File: config.mk
export PLATFORM = sky130hd
export DESIGN_NAME = cache_flush_ctrl_flat
export DESIGN_NICKNAME = d
export VERILOG_FILES = /design/src/rtl/cache_flush_ctrl_pkg.sv /design/src/rtl/cache_flush_ctrl_if.sv /design/src/rtl/cache_flush_ctrl.sv /design/src/flat_wrapper.sv
export SDC_FILE = /design/constraint.sdc
export NUM_CORES = 1
export LEC_CHECK = 0
export BUFFER_PORTS_ARGS = -buffer_cell sky130_fd_sc_hd__clkbuf_2
export CAP_MARGIN = 20
export CORE_MARGIN = 2
export CORE_UTILIZATION = 49
export CTS_BUF_LIST = sky130_fd_sc_hd__clkbuf_4
export DETAILED_ROUTE_END_ITERATION = 8
export GPL_ROUTABILITY_DRIVEN = 0
export HOLD_SLACK_MARGIN = 0.03
export PLACE_DENSITY = 0.79
export SETUP_SLACK_MARGIN = 0.15
export SLEW_MARGIN = 20
export SYNTH_ARGS = -nofsm -noshare
export SYNTH_HDL_FRONTEND = slang
export SYNTH_SLANG_ARGS = --single-unit
File: constraint.sdc
create_clock -name clk -period 4 [get_ports clk]
set_input_delay 0.2 -clock clk [delete_from_list [all_inputs] [get_ports clk]]
set_output_delay 0.2 -clock clk [all_outputs]
set_load 0.02 [all_outputs]
File: src/rtl/cache_flush_ctrl_pkg.sv
// Shared definitions for the cache flush sequencer: geometry, status-bit
// positions and the flush FSM encoding.
package cache_pkg;

  localparam int LINES = 128;
  localparam int IDXW  = 7;
  localparam int CNTW  = 8;

  localparam int ST_VALID = 1;
  localparam int ST_DIRTY = 0;

  typedef enum logic [2:0] {
    IDLE  = 3'd0,
    CHECK = 3'd1,
    WB    = 3'd2,
    CLEAR = 3'd3,
    DONE  = 3'd4
  } state_t;

endpackage

File: src/rtl/cache_flush_ctrl_if.sv
// Signal bundle between the flush sequencer (master) and the cache top-level,
// status mux and writeback path (slave).
interface cache_flush_ctrl_if;
  import cache_pkg::*;

  logic            flush_start;
  logic            flush_busy;
  logic            flush_done;
  logic [IDXW-1:0] sel;
  logic [1:0]      line_state;
  // wb_req is valid, wb_ack is ready: a writeback transfers at the first rising
  // edge where both are high; wb_req and wb_idx stay stable until then.
  logic            wb_req;
  logic [IDXW-1:0] wb_idx;
  logic            wb_ack;
  logic            clr_dirty;
  logic [IDXW-1:0] clr_idx;
  logic [CNTW-1:0] wb_count;

  modport master (
    input  flush_start, line_state, wb_ack,
    output flush_busy, flush_done, sel, wb_req, wb_idx, clr_dirty, clr_idx, wb_count
  );

  modport slave (
    output flush_start, line_state, wb_ack,
    input  flush_busy, flush_done, sel, wb_req, wb_idx, clr_dirty, clr_idx, wb_count
  );

endinterface

File: src/rtl/cache_flush_ctrl.sv
// Full-cache flush sequencer: scans every line, writes back valid+dirty lines
// through a req/ack handshake and strobes a dirty-clear after each one.
module cache_flush_ctrl
  import cache_pkg::*;
(
  input  logic               clk,
  input  logic               rst,
  cache_flush_ctrl_if.master bus,
  output state_t             state_dbg
);

  localparam logic [IDXW-1:0] LAST_IDX = IDXW'(LINES - 1);

  state_t          state_q, state_d;
  logic [IDXW-1:0] idx_q, idx_d;
  logic [CNTW-1:0] cnt_q, cnt_d;
  logic            busy_q, busy_d;
  logic            done_q, done_d;
  logic            req_q, req_d;
  logic            clr_q, clr_d;
  logic            line_wb;

  assign line_wb = bus.line_state[ST_VALID] && bus.line_state[ST_DIRTY];

  always_comb begin
    state_d = state_q;
    idx_d   = idx_q;
    cnt_d   = cnt_q;
    case (state_q)
      IDLE: begin
        if (bus.flush_start) begin
          idx_d   = '0;
          cnt_d   = '0;
          state_d = CHECK;
        end
      end
      CHECK: begin
        if (line_wb) begin
          state_d = WB;
        end else if (idx_q == LAST_IDX) begin
          state_d = DONE;
        end else begin
          idx_d = idx_q + IDXW'(1);
        end
      end
      WB: begin
        if (bus.wb_ack) begin
          cnt_d   = cnt_q + CNTW'(1);
          state_d = CLEAR;
        end
      end
      CLEAR: begin
        if (idx_q == LAST_IDX) begin
          state_d = DONE;
        end else begin
          idx_d   = idx_q + IDXW'(1);
          state_d = CHECK;
        end
      end
      DONE: begin
        idx_d   = '0;
        state_d = IDLE;
      end
      default: state_d = IDLE;
    endcase
  end

  // Outputs are decoded from the next state so they appear registered yet
  // stay aligned with the state they belong to.
  always_comb begin
    busy_d = (state_d != IDLE);
    done_d = (state_d == DONE);
    req_d  = (state_d == WB);
    clr_d  = (state_d == CLEAR);
  end

  always_ff @(posedge clk or posedge rst) begin
    if (rst) begin
      state_q <= IDLE;
      busy_q  <= 1'b0;
      done_q  <= 1'b0;
      req_q   <= 1'b0;
      clr_q   <= 1'b0;
    end else begin
      state_q <= state_d;
      busy_q  <= busy_d;
      done_q  <= done_d;
      req_q   <= req_d;
      clr_q   <= clr_d;
    end
  end

  always_ff @(posedge clk or posedge rst) begin
    if (rst) begin
      idx_q <= '0;
      cnt_q <= '0;
    end else begin
      idx_q <= idx_d;
      cnt_q <= cnt_d;
    end
  end

  assign bus.sel        = idx_q;
  assign bus.wb_idx     = idx_q;
  assign bus.clr_idx    = idx_q;
  assign bus.wb_count   = cnt_q;
  assign bus.flush_busy = busy_q;
  assign bus.flush_done = done_q;
  assign bus.wb_req     = req_q;
  assign bus.clr_dirty  = clr_q;
  assign state_dbg      = state_q;

endmodule

File: src/flat_wrapper.sv
// flat-port wrapper written by rule: the top's interface ports become plain ports
module cache_flush_ctrl_flat import cache_pkg::*;
  (clk, rst, state_dbg, bus_flush_start, bus_line_state, bus_wb_ack, bus_flush_busy, bus_flush_done, bus_sel, bus_wb_req, bus_wb_idx, bus_clr_dirty, bus_clr_idx, bus_wb_count);
  cache_flush_ctrl_if bus_i ();
  input  logic clk;
  input  logic rst;
  output state_t state_dbg;
  input wire logic [$bits(bus_i.flush_start)-1:0] bus_flush_start;
  input wire logic [$bits(bus_i.line_state)-1:0] bus_line_state;
  input wire logic [$bits(bus_i.wb_ack)-1:0] bus_wb_ack;
  output wire logic [$bits(bus_i.flush_busy)-1:0] bus_flush_busy;
  output wire logic [$bits(bus_i.flush_done)-1:0] bus_flush_done;
  output wire logic [$bits(bus_i.sel)-1:0] bus_sel;
  output wire logic [$bits(bus_i.wb_req)-1:0] bus_wb_req;
  output wire logic [$bits(bus_i.wb_idx)-1:0] bus_wb_idx;
  output wire logic [$bits(bus_i.clr_dirty)-1:0] bus_clr_dirty;
  output wire logic [$bits(bus_i.clr_idx)-1:0] bus_clr_idx;
  output wire logic [$bits(bus_i.wb_count)-1:0] bus_wb_count;
  assign bus_i.flush_start = bus_flush_start;
  assign bus_i.line_state = bus_line_state;
  assign bus_i.wb_ack = bus_wb_ack;
  assign bus_flush_busy = bus_i.flush_busy;
  assign bus_flush_done = bus_i.flush_done;
  assign bus_sel = bus_i.sel;
  assign bus_wb_req = bus_i.wb_req;
  assign bus_wb_idx = bus_i.wb_idx;
  assign bus_clr_dirty = bus_i.clr_dirty;
  assign bus_clr_idx = bus_i.clr_idx;
  assign bus_wb_count = bus_i.wb_count;
  cache_flush_ctrl u_core (.clk(clk), .rst(rst), .bus(bus_i), .state_dbg(state_dbg));
endmodule
# Word-level counts from Yosys, hierarchy flattened
# Cells that the tools add are included.
# op_classes
n_addsub,2
n_eq_ne,11
mux,13
n_reduce_logical,7
# ops
op,count
$pmux W7 S4,1
$mux W7,3
$mux W8,2
$pmux W8 S2,1
$mux W3,5
$eq A3 B2 Y1 const B,4
$pmux W3 S4,1
$add A8 B1 Y8 const B,1
$add A7 B1 Y7 const B,1
$eq A7 B7 Y1 const B,1
$eq A3 B3 Y1 const B,2
$ne A2 B2 Y1 const B,3
$reduce_and A3 Y1,2
$reduce_bool A4 Y1,1
$eq A3 B1 Y1 const B,1
$logic_not A3 Y1,1
$reduce_bool A3 Y1,1
$reduce_bool A2 Y1,1
$logic_and A1 B1 Y1,1
# word_totals
ff_bits,22
input_bits,6
out_inout_bits,36
elab_cells,40

# Depth between registers and ports, before layout
# Gate-level depths: netlist of the first run.
# logic_depth
depth_word,5
mapped_depth,6
mapped_depth_nobuf,5

# Least setup slack after synthesis of the first run
# No wires, ideal clock.
# synth_timing
kind,register -> register
from,"register u_core.state_q[2], in the netlist u_core.state_dbg[2]"
to,"register u_core.cnt_q[7], in the netlist u_core.bus.wb_count[7]"
setup_ns,0.078
t_arrival_ns,1.769
required_ns,3.922
slack_ns,2.153
path_stages_with_launch,6
n_path_buf,1
period_less_slack_ns,1.847
path_cell_list,dfrtp_1 > buf_6 > or2_4 > or4_4 > or3_1 > a21oi_1
# synth_between
elab_chain_len,3
word_cells_on_any_way,7
classes_between,eq/ne (3); mux (1); reduce/logical (3)
# synth_lines
element,line_no,rtl
start: declaration,cache_flush_ctrl.sv:14,"state_t state_q, state_d;"
start signal: assignment,cache_flush_ctrl.sv:85,state_q <= state_d;
$eq A3 B2 Y1 / $logic_not A3 Y1 (equally long branches),cache_flush_ctrl.sv:29,case (state_q)
$ne A2 B2 Y1 (no source line) / $reduce_bool A2 Y1 (equally long branches),-,
$reduce_and A3 Y1 (no source line),-,
end signal: assignment,cache_flush_ctrl.sv:99,cnt_q <= cnt_d;
end: declaration,cache_flush_ctrl.sv:16,"logic [CNTW-1:0] cnt_q, cnt_d;"
# Several ways; a longest one is shown, not always the timed one.
# A chain may end at the register's enable or synchronous reset.

# Final worst setup path of the first run
# layout_timing
from,"register u_core.idx_q[0], in the netlist u_core.bus.clr_idx[0]"
to,"register u_core.idx_q[5], in the netlist u_core.bus.clr_idx[5]"
# layout_between
elab_chain_len,4
word_cells_on_any_way,5
classes_between,add/sub (1); eq/ne (1); mux (3)
# layout_lines
element,line_no,rtl
start: declaration,cache_flush_ctrl.sv:15,"logic [IDXW-1:0] idx_q, idx_d;"
start signal: assignment,cache_flush_ctrl.sv:98,idx_q <= idx_d;
$add A7 B1 Y7 / $eq A7 B7 Y1 (equally long branches),-,
$mux W7 *,"cache_flush_ctrl.sv:40, cache_flush_ctrl.sv:53",
$mux W7,cache_flush_ctrl.sv:38,if (line_wb) begin
$pmux W7 S4 *,cache_flush_ctrl.sv:29,
# Every way passes the cells marked *; elsewhere a longest branch is shown, timed or not. The select of a mux whose other input is x is not followed.

==> results.ini, run 1 <==
[sta]
whs_ns = 0.0163
setup-tns-final_ns = 0
slew-limit-headroom = 0.444
fmax_mhz = 532
hold_viol_final = 0
setup_slack_ns = 2.12
final.period_utilization = 0.470
worst_clock_skew_ns = 0.00284
drv_slew = 0
setup_viol = 0
fin_crit_ns = 1.88
timing_worst_slew_pin_value_ns = 0.832
rsz0062_at_grt = false

[floorplan]
start_util = 0.523
fp.dieW_um = 52.8
row_count = 17
fp.dieH_um = 52.8
die-area_mm2 = 0.00279
io_pins = 42
core_area_mm2 = 0.00223

[logic_synthesis]
ys_ff_latch = 22
yosys.area.top_type = dfrtp_1
syn_area_per_cell_um2 = 9.65
yosys-top-cells-area = dfrtp_1 (47%), buf_4 (9.0%), nand3_1 (4.7%)
synth_area_mm2 = 0.00117
syn-instance-count = 121
synth_nets = 129
seq_area_frac_synth = 0.472
ys_warn_count = 0
yosysTopAreaCellShare = 0.472
synth_cell_types = 35

[cts]
cts_resized = 0
clkTransAtPathRegs_ns = 0.12
cts_buffer_depth = 2
clock_latency_ns = 0.31
cts_htree_levels = 1
clock-sinks = 22
cts_tree = done
cts_buffers = 3
postCtsHoldBufs = 0
cts_setup_buffers = 0
clockRootBuffer = clkbuf_4

[worst_setup_path]
critPathSlowestCell = o311ai_2
cp-end-kind = flop
cp.arrival_ns = 2.09
crit_chain = ha_1, inv_1, o311ai_2, o311ai_0, o41ai_1
slowest_delay_ns = 0.66
required_ns = 4.21
crit_fanout = 11
timing.rr.start = u_core.bus.clr_idx[0]
rr_worst_depth = 5
rrSetupSlack_ns = 2.12
critical_path_class = reg -> reg
r2r-end = u_core.bus.clr_idx[5]
start_kind = flop

[pwr]
power_leakage_nw = 0.651
ir_worst_vdd_v = 0.000453
powerDensity_mw_per_mm2 = 577

[finish]
area_growth_pct = 13.2
layout.nets = 158
num_antenna_cells = 0
drive_above_1_share = 0.342
fin_cells = 177
design_area_mm2 = 0.00132

[placement]
place_inst = 173
pre_cts_ws_ns = 1.78
place_area_mm2 = 0.00128
dp_hpwl_um = 1700
port_buffers = 41

[grt]
grt_use_total = 0.202
grt_pass1_wl_um = 4060
grt_max_degree = 23
grt_pass1_vias = 934
antenna_found_initial = 0
grt-ovfl-total = 0

[route]
wl_um = 2340
drtIter0Drc = 13
avgViaCountPerCell = 5.49
firstDrtPassIters = 5
wire_per_inst_um = 13.2
drcViolationCount = 0
vias = 972
final_antenna_net_count = 0

[hold_path]
hold_path.class = in -> async

[outcome]
status = completed

[flow_run]
max_cap_violations = 0

-- worst max-delay path: cells and delay by family, from the launching register on --
family	cells	cell delay, ns
DFF	1	0.49
adders and majority gates	1	0.22
AOI/OAI and AO/OA	3	0.99
buffers and inverters	1	0.08
-- cells in the final DEF, fill, tap and decap left out, types with 2 or more instances in the layout --
| master | n |
|---|---|
| nor2_1 | 11 |
| dfrtp_1 | 22 |
| nand4_1 | 2 |
| ha_1 | 2 |
| o211ai_1 | 2 |
| o21ai_0 | 4 |
| o41ai_1 | 2 |
| and3_1 | 2 |
| nor3_1 | 6 |
| nand2_1 | 8 |
| xor2_1 | 2 |
| clkbuf_4 | 3 |
| a21oi_1 | 2 |
| clkbuf_2 | 41 |
| o31ai_1 | 2 |
| inv_1 | 6 |
| nand3_1 | 11 |
| xnor2_1 | 3 |
-- area by class of cell --
| class | count | area [um^2] |
|---|---|---|
| Fill cell | 198 | 912 |
| Sequential cell | 22 | 551 |
| Multi-Input combinational cell | 76 | 482 |
| Timing Repair Buffer | 41 | 205 |
| Tap cell | 28 | 35.0 |
| Clock buffer | 3 | 22.5 |
| Inverter | 6 | 22.5 |
| Clock inverter | 1 | 3.75 |
-- how the worst max path moves through the flow --
stage                                      from                      to  slack (ns)  cells past startpoint
after floorplan             u_core.state_dbg[2]  u_core.bus.wb_count[7]        2.15                      5
after global placement    u_core.bus.clr_idx[2]   u_core.bus.clr_idx[5]        1.92                      4
after detailed placement  u_core.bus.clr_idx[2]   u_core.bus.clr_idx[5]        1.78                      4
after CTS                 u_core.bus.clr_idx[2]   u_core.bus.clr_idx[5]        1.76                      4
after global routing      u_core.bus.clr_idx[0]   u_core.bus.clr_idx[5]        1.90                      5
final                     u_core.bus.clr_idx[0]   u_core.bus.clr_idx[5]        2.12                      5
-- registers in the layout, summed over array words and instances, names as in the netlist --
| signal | flops |
|---|---|
| u_core.bus.clr_dirty | 1 |
| u_core.state_dbg | 3 |
| u_core.bus.flush_done | 1 |
| u_core.bus.wb_count | 8 |
| u_core.bus.wb_req | 1 |
| u_core.bus.clr_idx | 7 |
| u_core.bus.flush_busy | 1 |
-- synth_stat cells --
cell       n
o21a_1     1
xnor2_1    3
nor4_1     1
o211ai_1   2
nand2_1    8
o311ai_0   2
or4_4      1
or4_2      1
or3_1      1
o31ai_1    2
a31oi_1    1
and2b_2    1
o41ai_1    2
nor3_1     6
dfrtp_1   22
inv_1      6
mux2_2     1
nand3_1   11
buf_4     14
nor4b_1    1
and3_1     2
a21oi_1    2
xor2_1     2
or2_4      1
buf_6      1
ha_1       2
nand4b_1   1
buf_2      2
a211oi_1   1
nand4_1    2
mux2i_1    1
o21ai_1    1
o21ai_0    4
nand3b_1   1
nor2_1    11
-- cells by family (layout without fill, tap and decap cells) --
group | after synthesis | after routing | synth area share
and+or+nand+nor | 49 | 49 | 0.220
buffers and inverters | 23 | 51 | 0.128
muxes | 2 | 2 | 0.0182
adders and majority gates | 2 | 2 | 0.0214
xor gates and xnor gates | 5 | 5 | 0.0375
AOI/OAI and AO/OA | 18 | 18 | 0.104
DFF | 22 | 22 | 0.472
-- through the flow --
step	utilization	total power, mW
2_1_floorplan	-	0.593
3_3_place_gp	0.574	0.650
3_5_place_dp	0.574	0.658
4_1_cts	0.585	0.762
5_1_grt	0.592	0.816
6_report	0.592	0.763
-- metal layers --
metal | share of wire | track usage
met1 | 0.43 | 0.255
met2 | 0.50 | 0.321
met3 | 0.048 | 0.0314
met4 | 0.019 | 0.128
met5 | 0 | 0
-- where the power goes --
part / total (mW) / internal, mW / switching, mW
clock: 0.104 / 0.0364 / 0.0679
sequential: 0.331 / 0.263 / 0.0679
combinational: 0.328 / 0.110 / 0.217
Power figures use the tool's default switching activity.
==> inputs of run 2 (changes only) <==
--- a/config.mk
+++ b/config.mk
@@ -5,15 +5,16 @@
 export SDC_FILE = /design/constraint.sdc
 export NUM_CORES = 1
 export LEC_CHECK = 0
+export ABC_AREA = 1
 export BUFFER_PORTS_ARGS = -buffer_cell sky130_fd_sc_hd__clkbuf_2
 export CAP_MARGIN = 20
 export CORE_MARGIN = 2
-export CORE_UTILIZATION = 49
+export CORE_UTILIZATION = 47
 export CTS_BUF_LIST = sky130_fd_sc_hd__clkbuf_4
 export DETAILED_ROUTE_END_ITERATION = 8
 export GPL_ROUTABILITY_DRIVEN = 0
 export HOLD_SLACK_MARGIN = 0.03
-export PLACE_DENSITY = 0.79
+export PLACE_DENSITY = 0.77
 export SETUP_SLACK_MARGIN = 0.15
 export SLEW_MARGIN = 20
 export SYNTH_ARGS = -nofsm -noshare
==> constraint.sdc (replaced) <==
create_clock -name clk -period 1.5 [get_ports clk]
set_input_delay 0.075 -clock clk [delete_from_list [all_inputs] [get_ports clk]]
set_output_delay 0.075 -clock clk [all_outputs]
set_load 0.02 [all_outputs]
==> results.ini, run 2 <==
[finish]
filler_cell_count = 263  ; +33%
register_area_um2 = 557  ; +1.1%
num_antenna_cells = 0  ; unchanged
drive_above_1_share = 0.366  ; +0.0239
area_growth_pct = 21.4
multi_input_area_um2 = 619  ; +29%
layout.nets = 222  ; +41%
layout_commonest_cell = nand2_1
design_area_mm2 = 0.00161  ; +22%
final_cell_mix = nand2_1 (51), clkbuf_2 (41), inv_1 (18), dfrtp_1 (17)
largest_reg_flops = 8  ; unchanged

[flow_run]
max_cap_violations = 0  ; unchanged

[worst_setup_path]
path_common_cell = inv_2
critPathSlowestCell = dfrtp_2
critPathBufInv = 2  ; +1
critical_path_class = reg -> reg
cp-end-kind = flop
crit_chain = inv_2, nand4_2, nand2_4, inv_2, nand2_1, o21ai_0
critPathTopFamily = flip-flops
cp.arrival_ns = 1.47  ; -0.62 ns
required_ns = 1.71  ; -2.50 ns
start_kind = flop
crit_fanout = 11  ; unchanged
slowest_delay_ns = 0.50  ; -0.16 ns

[logic_synthesis]
synthArstFlopShare = 1.00  ; unchanged
yosysMostFrequentCell = nand2_1
ys_warn_count = 0  ; unchanged
seq_area_frac_synth = 0.414  ; -0.0573
synth_nets = 180  ; +40%
synth_cell_types = 20  ; -43%
synth_edf_count = 0  ; unchanged
yosys-top-cells-area = dfrtp_1 (41%), nand2_1 (15%), buf_4 (7.9%)
syn-instance-count = 172  ; +42%
yosys.area_share.simple = 0.362  ; +0.142
yosys-top-cells-count = nand2_1 (53), dfrtp_1 (22), inv_1 (18)
synthAdderAreaFrac = 0.0188  ; -0.00260
synth_mux_area_frac = 0  ; -0.0182
synth-main-ff-cell = dfrtp_1
synth_xor_area_frac = 0.0330  ; -0.00456
synth_compound_area_frac = 0.0254  ; -0.0785
syn_area_per_cell_um2 = 7.73  ; -20%
yosys.area.top_type = dfrtp_1
yosysTopAreaCellShare = 0.414  ; -0.0573
synth_top_family_by_area = simple AND/OR/NAND/NOR gates
synth_area_mm2 = 0.00133  ; +14%
ys_ff_latch = 22  ; unchanged

[sta]
hold_viol_final = 0  ; unchanged
drv_slew = 0  ; unchanged
worst_clock_skew_ns = 0.00347  ; +0.000629 ns
fin_crit_ns = 1.26  ; -0.618 ns
fmax_mhz = 792  ; +49%
timing_worst_slew_pin_value_ns = 0.281  ; -0.551 ns
setup_viol = 0  ; unchanged
slew-limit-headroom = 0.812  ; +0.368
final.period_utilization = 0.842  ; +0.372
rsz0062_at_grt = true
setup-tns-final_ns = 0  ; unchanged

[cts]
clkTransAtPathRegs_ns = 0.13  ; about the same
clockRootBuffer = clkbuf_4
clock-sinks = 22  ; unchanged
cts_tree = done
cts_buffers = 3  ; unchanged
clock_latency_ns = 0.31  ; about the same
cts_buffer_depth = 2  ; unchanged
cts_htree_levels = 1  ; unchanged

[route]
wl_um = 2720  ; +17%
avgViaCountPerCell = 4.88  ; -11%
drtIter0Drc = 29  ; +16
drcViolationCount = 0  ; unchanged
wire_per_inst_um = 11.2  ; -15%
vias = 1191  ; +23%
firstDrtPassIters = 4  ; -1
final_antenna_net_count = 0  ; unchanged

[floorplan]
start_util = 0.490  ; -0.0324
die-area_mm2 = 0.00327  ; +17%
row_count = 19  ; +2
fp.dieH_um = 57.2  ; +8.3%
fp.dieW_um = 57.2  ; +8.3%
io_pins = 42  ; unchanged
core_area_mm2 = 0.00271  ; +21%

[grt]
grt_use_total = 0.190  ; -0.0118
grt_pass1_vias = 1118  ; +20%
grt_max_degree = 23  ; unchanged
grt-ovfl-total = 0  ; unchanged
antenna_found_initial = 0  ; unchanged
grt_pass1_wl_um = 4950  ; +22%

[pwr]
powerDensity_mw_per_mm2 = 1470  ; +150%
ir_worst_vdd_v = 0.00116  ; +160%
power_leakage_nw = 0.919  ; +41%

[hold_path]
hold_path.class = in -> reg

[placement]
dp_hpwl_um = 2010  ; +18%
port_buffers = 41  ; unchanged
place_area_mm2 = 0.00151  ; +18%

[outcome]
status = completed

==> run 2: cell types whose count changed after synthesis, sizes merged, moves of 3 or more <==
cell	previous run	this run
inv	6	21
nand2	8	56
nand3	11	18
xnor2	3	0
nor2	11	21
nor3	6	1
nand4	2	5
xor2	2	5
==> run 2: where the power goes <==
part / internal, mW / switching, mW / total [mW]
registers: 0.714 / 0.123 / 0.837
clock network: 0.0974 / 0.190 / 0.287
logic: 0.419 / 0.826 / 1.25
==> run 2: path summary, 6_finish.rpt <==
check	slack, ns	endpoint	start	cells past startpoint
worst max-delay path	0.24	u_core.bus.wb_count[7]	u_core.state_dbg[2]	6
worst min-delay path	0.1	u_core.state_dbg[1]	bus_line_state[0]	5
worst max register to register	0.24	u_core.bus.wb_count[7]	u_core.state_dbg[2]	6
worst min register to register	0.58	u_core.bus.wb_count[7]	u_core.bus.wb_count[7]	2
max in group asynchronous	0.97	u_core.state_dbg[1]	rst	4
min in group asynchronous	0.29	u_core.bus.wb_count[7]	rst	4
==> run 2: routing by layer <==
metal / track usage / vias up / part of all wire
met5: 0 / - / 0
met2: 0.305 / 41 / 0.44
met3: 0.0204 / 5 / 0.053
li1: - / 604 / -
met1: 0.273 / 541 / 0.49
met4: 0.0598 / 0 / 0.015
==> run 2: final cells by class <==
type                       count  share of cell area
inverter                      21              0.0489
sequential                    22               0.345
clock buffer                   3              0.0140
timing repair buffer          52               0.182
clock inverter                 1             0.00233
multi-input combinational    114               0.384
tap                           31              0.0240
==> run 2: cells by family after synthesis <==
| logic type | after synthesis |
|---|---|
| AO/OA/AOI/OAI | 6 |
| AND/OR/NAND/NOR | 101 |
| flip-flops | 22 |
| adder cells (fa/ha/maj) | 2 |
| XOR/XNOR | 5 |
| buffers and inverters | 36 |
==> run 2: metrics by stage <==
| step | std cells | setup WS, ns | hold slack, ns | utilization | power, mW |
|---|---|---|---|---|---|
| floorplan | 172 | 0.152 | 0.0641 | - | 1.76 |
| global placement | 234 | 0.172 | 0.104 | 0.557 | 1.97 |
| detailed placement | 234 | 0.120 | 0.108 | 0.557 | 1.98 |
| CTS | 242 | 0.150 | 0.0962 | 0.579 | 2.30 |
| global route | 244 | 0.137 | 0.118 | 0.595 | 2.53 |
| finish | 244 | 0.237 | 0.0961 | 0.595 | 2.37 |
==> run 2: tightest hold or removal path: cells and delay by family <==
family,cells,cell delay [ns]
buffers and inverters,1,0.09
and+or+nand+nor,4,0.22
==> run 2: timing repair <==
item | CTS | global route
pin swaps | 0 | 2
hold buffers | 2 | 0
endpoints found under the hold margin | 23 | 0
resized for setup | 0 | 9
buffers inserted | 2 | 2
endpoints found under the setup margin | 7 | 17
==> inputs of run 3 (changes only) <==
--- a/config.mk
+++ b/config.mk
@@ -9,7 +9,7 @@
 export BUFFER_PORTS_ARGS = -buffer_cell sky130_fd_sc_hd__clkbuf_2
 export CAP_MARGIN = 20
 export CORE_MARGIN = 2
-export CORE_UTILIZATION = 47
+export CORE_UTILIZATION = 49
 export CTS_BUF_LIST = sky130_fd_sc_hd__clkbuf_4
 export DETAILED_ROUTE_END_ITERATION = 8
 export GPL_ROUTABILITY_DRIVEN = 0
==> constraint.sdc (replaced) <==
create_clock -name clk -period 1.2 [get_ports clk]
set_input_delay 0.06 -clock clk [delete_from_list [all_inputs] [get_ports clk]]
set_output_delay 0.06 -clock clk [all_outputs]
set_load 0.02 [all_outputs]
==> results.ini, run 3 (same netlist as run 2, synthesis figures left out) <==
[placement]
port_buffers = 41  ; unchanged
place_inst = 244  ; +4.3%
dp_hpwl_um = 2270  ; +13%
place_area_mm2 = 0.00165  ; +9.0%
pre_cts_ws_ns = -0.0634  ; -0.184 ns

[cts]
clock_latency_ns = 0.31  ; about the same
cts_tree = done
cts_htree_levels = 1  ; unchanged
cts_buffers = 3  ; unchanged
clockRootBuffer = clkbuf_4
clkTransAtPathRegs_ns = 0.12  ; about the same
cts_buffer_depth = 2  ; unchanged
clock-sinks = 22  ; unchanged

[sta]
setup_slack_ns = -0.0977  ; -0.334 ns
drv_slew = 0  ; unchanged
whs_ns = 0.137  ; +0.0407 ns
slew-limit-headroom = 0.811  ; -0.00145
fin_crit_ns = 1.30  ; +0.0344 ns
timing_worst_slew_pin_value_ns = 0.284  ; +0.00309 ns
setup_viol = 20  ; +20
fmax_mhz = 771  ; -2.7%
final.period_utilization = 1.08  ; +0.239
worst_clock_skew_ns = 0.00478  ; +0.00131 ns
rsz0062_at_grt = true
hold_viol_final = 0  ; unchanged

[pwr]
net-switching-power_mw = 1.88  ; +65%
power_leakage_nw = 1.10  ; +19%
p_sw_frac = 0.455  ; -0.0259
powerDensity_mw_per_mm2 = 1910  ; +30%
p_total_mw = 4.13  ; +74%
p_seq_frac = 0.271  ; -0.082
p_int_mw = 2.25  ; +83%
p_clk_frac = 0.085  ; -0.036
ir_worst_vdd_v = 0.00144  ; +23%
comb_power_share = 0.644  ; +0.118

[floorplan]
fp.dieW_um = 56.1  ; -1.9%
io_pins = 42  ; unchanged
core_area_mm2 = 0.00252  ; -6.9%
fp.dieH_um = 56.1  ; -1.9%
start_util = 0.527  ; +0.0365
die-area_mm2 = 0.00314  ; -3.8%
row_count = 18  ; -1

[hold_path]
hold_depth = 5  ; unchanged
hold_path_end = u_core.state_dbg[1]
hold_start = bus_line_state[0]
hold_path.class = in -> reg

[finish]
final_cell_mix = nand2_1 (45), buf_4 (20), inv_1 (15), buf_8 (15), buf_6 (15)
register_area_um2 = 566  ; +1.6%
filler_cell_count = 129  ; -51%
fin_cells = 263  ; +7.8%
num_antenna_cells = 0  ; unchanged
layout.nets = 242  ; +9.0%
largest_reg_flops = 8  ; unchanged
layout_commonest_cell = nand2_1
multi_input_area_um2 = 741  ; +20%
area_growth_pct = 62.5
drive_above_1_share = 0.532  ; +0.166
design_area_mm2 = 0.00216  ; +34%

[grt]
antenna_found_initial = 0  ; unchanged
grt_pass1_wl_um = 5950  ; +20%
grt-ovfl-total = 0  ; unchanged
grt_pass1_vias = 1317  ; +18%
grt_use_total = 0.235  ; +0.0445
grt_max_degree = 23  ; unchanged

[route]
final_antenna_net_count = 0  ; unchanged
firstDrtPassIters = 4  ; unchanged
drtIter0Drc = 61  ; +110%
wl_met2_um = 2230  ; +86%
vias = 1417  ; +19%
wl_um = 4060  ; +49%
drcViolationCount = 0  ; unchanged
met3_length_um = 252  ; +75%
top_layer = met4
avgViaCountPerCell = 5.39  ; +10%
wire_per_inst_um = 15.4  ; +38%
wl_met1_um = 1520  ; +14%

[worst_setup_path]
critical_path_class = reg -> reg
cp.arrival_ns = 1.55  ; +0.08 ns
r2r-end = u_core.bus.clr_idx[6]
cp-end-kind = flop
rr_worst_depth = 7  ; +1
required_ns = 1.45  ; -0.26 ns
start_kind = flop
crit_start = u_core.bus.clr_idx[1]
timing.rr.start = u_core.bus.clr_idx[1]
rrSetupSlack_ns = -0.1  ; -0.33 ns
crit_fanout = 8  ; -3

[outcome]
status = finished with violations
violations = negative setup slack

[flow_run]
max_cap_violations = 0  ; unchanged

[run 3: cell types whose count changed in the layout (fill, tap and decap cells not counted), sizes merged]
cell,delta
clkbuf,-28
nand2,+1
buf,+47
[run 3: critical path, cell delays in order, from the launching register on]
cell     delay (ns)
dfrtp_2        0.42
ha_4           0.16
nand3_4        0.09
nor2_4         0.11
nor2_4         0.05
nor2_4         0.21
nand2_1        0.11
o21ai_2        0.08
[run 3: area by class of cell]
| cell class | count | area share |
|---|---|---|
| clock buffers | 3 | 0.0104 |
| clock inverters | 1 | 0.00174 |
| inverters | 21 | 0.0411 |
| multi-input cells | 115 | 0.343 |
| flip-flops and latches | 22 | 0.262 |
| well taps | 30 | 0.0174 |
| repair buffers | 71 | 0.324 |
[run 3: metal layers]
metal,vias to the layer above,track usage
met3,10,0.0581
li1,647,-
met1,682,0.278
met4,0,0.0612
met5,-,0
met2,78,0.420
[run 3: how the worst max path moves through the flow]
stage                                        end  slack [ns]
after floorplan            u_core.bus.clr_idx[6]        -0.1
after global placement         u_core.bus.wb_req       -0.02
after detailed placement  u_core.bus.wb_count[7]       -0.06
after CTS                  u_core.bus.clr_idx[6]       -0.02
after global routing       u_core.bus.clr_idx[5]       -0.16
final                      u_core.bus.clr_idx[6]        -0.1
[run 3: repair_timing]
action | in CTS | in global routing
pin swaps | 8 | 17
buffers inserted | 5 | 7
resized for setup | 47 | 62
hold endpoints to repair | 23 | 0
gates cloned | 1 | 0
endpoints found under the setup margin | 42 | 52
hold buffers | 2 | 0
[run 3: through the flow]
stage          TNS [ns]   util
6_report          -1.26  0.856
3_5_place_dp     -0.413  0.652
5_1_grt           -2.33  0.856
3_3_place_gp    -0.0277  0.652
2_1_floorplan    -0.581      -
4_1_cts          -0.139  0.780
[run 3: power by group through the flow]
| stage | Combinational (mW) | Clock [mW] | Sequential, mW |
|---|---|---|---|
| 6_report | 2.66 | 0.352 | 1.12 |
| 5_1_grt | 2.80 | 0.408 | 1.13 |
| 4_1_cts | 2.18 | 0.364 | 1.09 |
| 3_5_place_dp | 1.69 | 0 | 1.09 |
| 3_3_place_gp | 1.65 | 0 | 1.07 |
| 2_1_floorplan | 0.983 | 0 | 1.30 |
